$ cat config.mk
export PLATFORM = sky130hd
export DESIGN_NAME = i2s_speaker_tx
export DESIGN_NICKNAME = d
export VERILOG_FILES = /design/src/rtl/i2s_speaker_tx.sv
export SDC_FILE = /design/constraint.sdc
export NUM_CORES = 1
export LEC_CHECK = 0
export ABC_AREA = 1
export ABC_CLOCK_PERIOD_IN_PS = 2400
export CAP_MARGIN = 20
export CORE_ASPECT_RATIO = 0.6
export CORE_MARGIN = 4
export CORE_UTILIZATION = 53
export DETAILED_ROUTE_END_ITERATION = 8
export PLACE_DENSITY = 0.78
export SYNTH_ARGS = -nofsm -noshare
export SYNTH_HDL_FRONTEND = slang
export SYNTH_SLANG_ARGS = --single-unit
$ cat constraint.sdc
create_clock -name clk -period 2.4 [get_ports clk]
set_input_delay 0.48 -clock clk [delete_from_list [all_inputs] [get_ports clk]]
set_output_delay 0.48 -clock clk [all_outputs]
set_load 0.05 [all_outputs]
$ cat src/rtl/i2s_speaker_tx.sv
// Philips I2S transmitter: captures one L/R sample pair per 1024-clk frame and
// serialises it as 16-bit words in 32-bit slots, with MCLK/SCK/LRCK taken from a frame counter.
module i2s_speaker_tx #(
  parameter int MCLK_BIT = 1,
  parameter int SCK_BIT  = 3,
  parameter int LRCK_BIT = 9   // must be SCK_BIT+6 so each channel half holds 32 slots
) (
  input  logic        clk,
  input  logic        rst,
  input  logic        en,
  input  logic [15:0] audio_in_left,
  input  logic [15:0] audio_in_right,
  output logic        audio_mclk,
  output logic        audio_lrck,
  output logic        audio_sck,
  output logic        audio_sdin,
  output logic        frame_start
);

  localparam int CW = LRCK_BIT + 1;

  logic [CW-1:0] cnt_q, cnt_d, cnt_nxt;
  logic [15:0]   shadow_l_q, shadow_l_d;
  logic [15:0]   shadow_r_q, shadow_r_d;
  logic          sdin_q, sdin_d;
  logic          frame_start_q, frame_start_d;

  logic          frame_end;
  logic          sck_end;
  logic [4:0]    slot_nxt;
  logic [3:0]    bit_sel;
  logic [15:0]   src;
  logic          slot_bit;

  assign cnt_nxt   = cnt_q + CW'(1);
  assign frame_end = &cnt_q;
  assign sck_end   = &cnt_q[SCK_BIT:0];

  // SDIN is loaded one clk ahead of the slot it carries, so decode the next count.
  assign slot_nxt  = cnt_nxt[LRCK_BIT-1:SCK_BIT+1];
  assign src       = cnt_nxt[LRCK_BIT] ? shadow_r_q : shadow_l_q;
  assign bit_sel   = 4'(5'd16 - slot_nxt);
  assign slot_bit  = (slot_nxt >= 5'd1 && slot_nxt <= 5'd16) ? src[bit_sel] : 1'b0;

  always_comb begin
    cnt_d         = '0;
    sdin_d        = 1'b0;
    frame_start_d = 1'b0;
    shadow_l_d    = shadow_l_q;
    shadow_r_d    = shadow_r_q;
    if (en) begin
      cnt_d         = cnt_nxt;
      sdin_d        = sdin_q;
      frame_start_d = frame_end;
      if (frame_end) begin
        shadow_l_d = audio_in_left;
        shadow_r_d = audio_in_right;
      end
      if (sck_end) sdin_d = slot_bit;
    end
  end

  always_ff @(posedge clk or posedge rst) begin
    if (rst) begin
      cnt_q         <= '0;
      shadow_l_q    <= '0;
      shadow_r_q    <= '0;
      sdin_q        <= 1'b0;
      frame_start_q <= 1'b0;
    end else begin
      cnt_q         <= cnt_d;
      shadow_l_q    <= shadow_l_d;
      shadow_r_q    <= shadow_r_d;
      sdin_q        <= sdin_d;
      frame_start_q <= frame_start_d;
    end
  end

  assign audio_mclk  = cnt_q[MCLK_BIT];
  assign audio_sck   = cnt_q[SCK_BIT];
  assign audio_lrck  = cnt_q[LRCK_BIT];
  assign audio_sdin  = sdin_q;
  assign frame_start = frame_start_q;

endmodule

==> results.yml <==
cts:
  clock_sinks: 44
  cts_buffers: 5
  insertion_delay_ns: 0.29
  clk_pin_slew_worst_paths_ns: 0.08
  clk_path_buf_depth: 2
  ctsResizeCount: 0
  htreeDepth: 2
  cts_hold_repair.buffers: 0
  post_cts_buffers: 0
  cts_tree: "yes"
  ctsRootBufferMaster: "clkbuf_8"
synth:
  synth_edf_count: 0
  synthArstFlopShare: 1.00
  ys_seq_elements: 44
  synth_area_per_cell_um2: 9.31
  syn-cell-area_mm2: 0.00232
  syn_nets: 285
  seq_area_frac_synth: 0.475
  synth_ff_type: "dfrtp_1"
  yosysWarningCount: 0
  postSynthCellCount: 249
  ys_types: 23
die:
  io-pin-count: 40
  die_area_mm2: 0.00553
  start_util: 0.556
  core_region_area_mm2: 0.00417
  die_x_um: 93.4
  die_height_um: 59.2
  rows: 18
run:
  cap_violations: 0
timing:
  rsz0062_at_grt: "false"
  worst_slack_ns: 0.204
  period_share: 0.915
  tightest_slew_ns: 0.537
  max_freq_mhz: 455
  finalSetupViolCount: 0
  hold_viol: 0
  slew_violations: 0
  relSlewSlack: 0.642
  fin_tns_setup_ns: 0
  fin_skew_ns: 0.00886
  post-route-min-period_ns: 2.20
grt:
  grt_pass1_wl_mm: 8.18
  track_usage: 0.191
  antenna_found_initial: 0
  grt_use_met1: 0.301
  use_met2: 0.255
  grt_max_degree: 45
  grt_use_met3: 0.0635
  grt-ovfl-total: 0
  first_global_vias: 1708
  busiest_layer: "met1"
drt:
  viasPerCell: 5.00
  num_vias: 1771
  drt-initial-drc-count: 114
  finalWirelength_mm: 4.94
  ant_nets: 0
  drc: 0
  wl_per_cell_um: 13.9
  first_pass_iters: 4
worst_setup_path:
  cp_max_fo: 9
  cp-start-kind: "flop"
  rr_startpoint: "cnt_q[1]"
  critical_path.cell_chain: "ha_1, nand2_1, inv_1, nand2_1, nand2_2, inv_1, nor2_4, or2_2, inv_1, nand2_1, nand2_1, nand3_1, nand3_1, a21oi_1"
  path_common_cell: "nand2_1"
  critPathMaxStageDelay_ns: 0.42
  worstSetupPathType: "reg2reg"
  cp.arrival_ns: 2.37
  cp-end-kind: "flop"
  critPathLaunch: "cnt_q[1]"
  critPathSlowestCell: "dfrtp_1"
  cp.required_ns: 2.57
  crit_family: "simple AND/OR/NAND/NOR gates"
  critical_path_buf_inv_count: 3
placed_design:
  pre_cts_ws_ns: 0.149
  io_buffer_count: 39
  hpwl_mm: 3.71
  gp_congestion: 0.881
  place_area_mm2: 0.00277
pwr:
  comb_power_share: 0.072
  power_leakage_nw: 1.43
  p_seq_frac: 0.570
  power_frac_clock: 0.358
  netSwitchingFraction: 0.213
  irDropWorstVdd_v: 0.000282
  cellPowerDensity_mw_per_mm2: 460
  switching_power_mw: 0.280
  p_int_mw: 1.04
layout:
  fin_area_mm2: 0.00286
  final_nets: 329
  syn_to_final_growth_pct: 23.5
  num_antenna_cells: 0
  final_common_cell: "nand2_1"
  final_cell_mix: "nand2_1, dfrtp_1, clkdlybuf4s50_1"
  drive_gt1_frac: 0.163
worst_hold_path:
  min_from: "shadow_r_q[5]"
  hold_class: "reg2reg"
status:
  outcome: "finished clean"
worst paths after layout:
check | endpoint | slack [ns] | depth (start not counted)
min reg2reg | shadow_r_q[5] | 0.51 | 2
min in group asynchronous | shadow_r_q[12] | 0.62 | 3
min | shadow_r_q[5] | 0.51 | 2
max in group asynchronous | shadow_l_q[1] | 1.40 | 3
max reg2reg | audio_sdin | 0.20 | 14
max | audio_sdin | 0.20 | 14
layout make-up:
class | instances | area [um2]
multi-input combinational | 179 | 1090
fill | 346 | 1300
clock buffer | 7 | 86.3
timing repair buffer | 43 | 433
inverter | 20 | 75.1
tap | 60 | 75.1
clock inverter | 1 | 7.51
sequential | 44 | 1100
cell usage after synthesis, types with 2 or more instances:
cell	n	area [um2]
nand2_1	61	229
dfrtp_1	44	1100
nor2_1	33	124
nand3_1	29	145
inv_1	20	75.1
mux2_4	20	300
a21oi_1	8	40.0
mux2_2	7	78.8
buf_6	4	45.0
xor2_1	4	35.0
nand2_2	3	18.8
o21ai_0	3	15.0
nand3_2	2	20.0
nor2_4	2	22.5
per-layer routing:
metal,routed length [um],share of wire,vias to the layer above
li1,-,-,893
met1,2570,0.52,810
met2,1910,0.39,66
met3,437,0.089,2
met4,17,0.0034,0
met5,0,0,-
through the flow:
step | instances | hold slack [ns] | utilization | power (mW)
detailed placement | 346 | 0.492 | 0.665 | 0.861
global placement | 346 | 0.492 | 0.665 | 0.860
floorplan | 249 | 0.472 | - | 0.789
global route | 354 | 0.537 | 0.687 | 1.37
CTS | 354 | 0.514 | 0.687 | 1.33
finish | 354 | 0.514 | 0.687 | 1.32
logic make-up after synthesis:
group / after synthesis / synth area share
XOR/XNOR: 4 / 0.0151
adder cells (fa/ha/maj): 1 / 0.00540
multiplexers: 27 / 0.164
AND/OR/NAND/NOR: 136 / 0.261
AO/OA/AOI/OAI: 11 / 0.0237
buffers and inverters: 26 / 0.0567
flip-flops: 44 / 0.475
sequential cells by signal, summed over array words and instances (netlist names):
register,flops
audio_sdin,1
cnt_q,10
frame_start,1
shadow_l_q,16
shadow_r_q,16
power by group through the flow:
stage,clock network [mW],registers (mW),logic [mW]
after CTS,0.479,0.750,0.0970
after floorplan,0,0.771,0.0189
final,0.471,0.750,0.0953
after global placement,0,0.764,0.0957
after global routing,0.515,0.751,0.103
after detailed placement,0,0.765,0.0966
worst register-to-register path, cell delays in order, from the launching register on:
cell,delay (ns)
dfrtp_1,0.42
ha_1,0.24
nand2_1,0.09
inv_1,0.05
nand2_1,0.08
nand2_2,0.15
inv_1,0.16
nor2_4,0.08
or2_2,0.29
inv_1,0.11
nand2_1,0.07
nand2_1,0.06
nand3_1,0.08
nand3_1,0.13
a21oi_1,0.08
No activity file was read; power rests on OpenSTA's default activity.
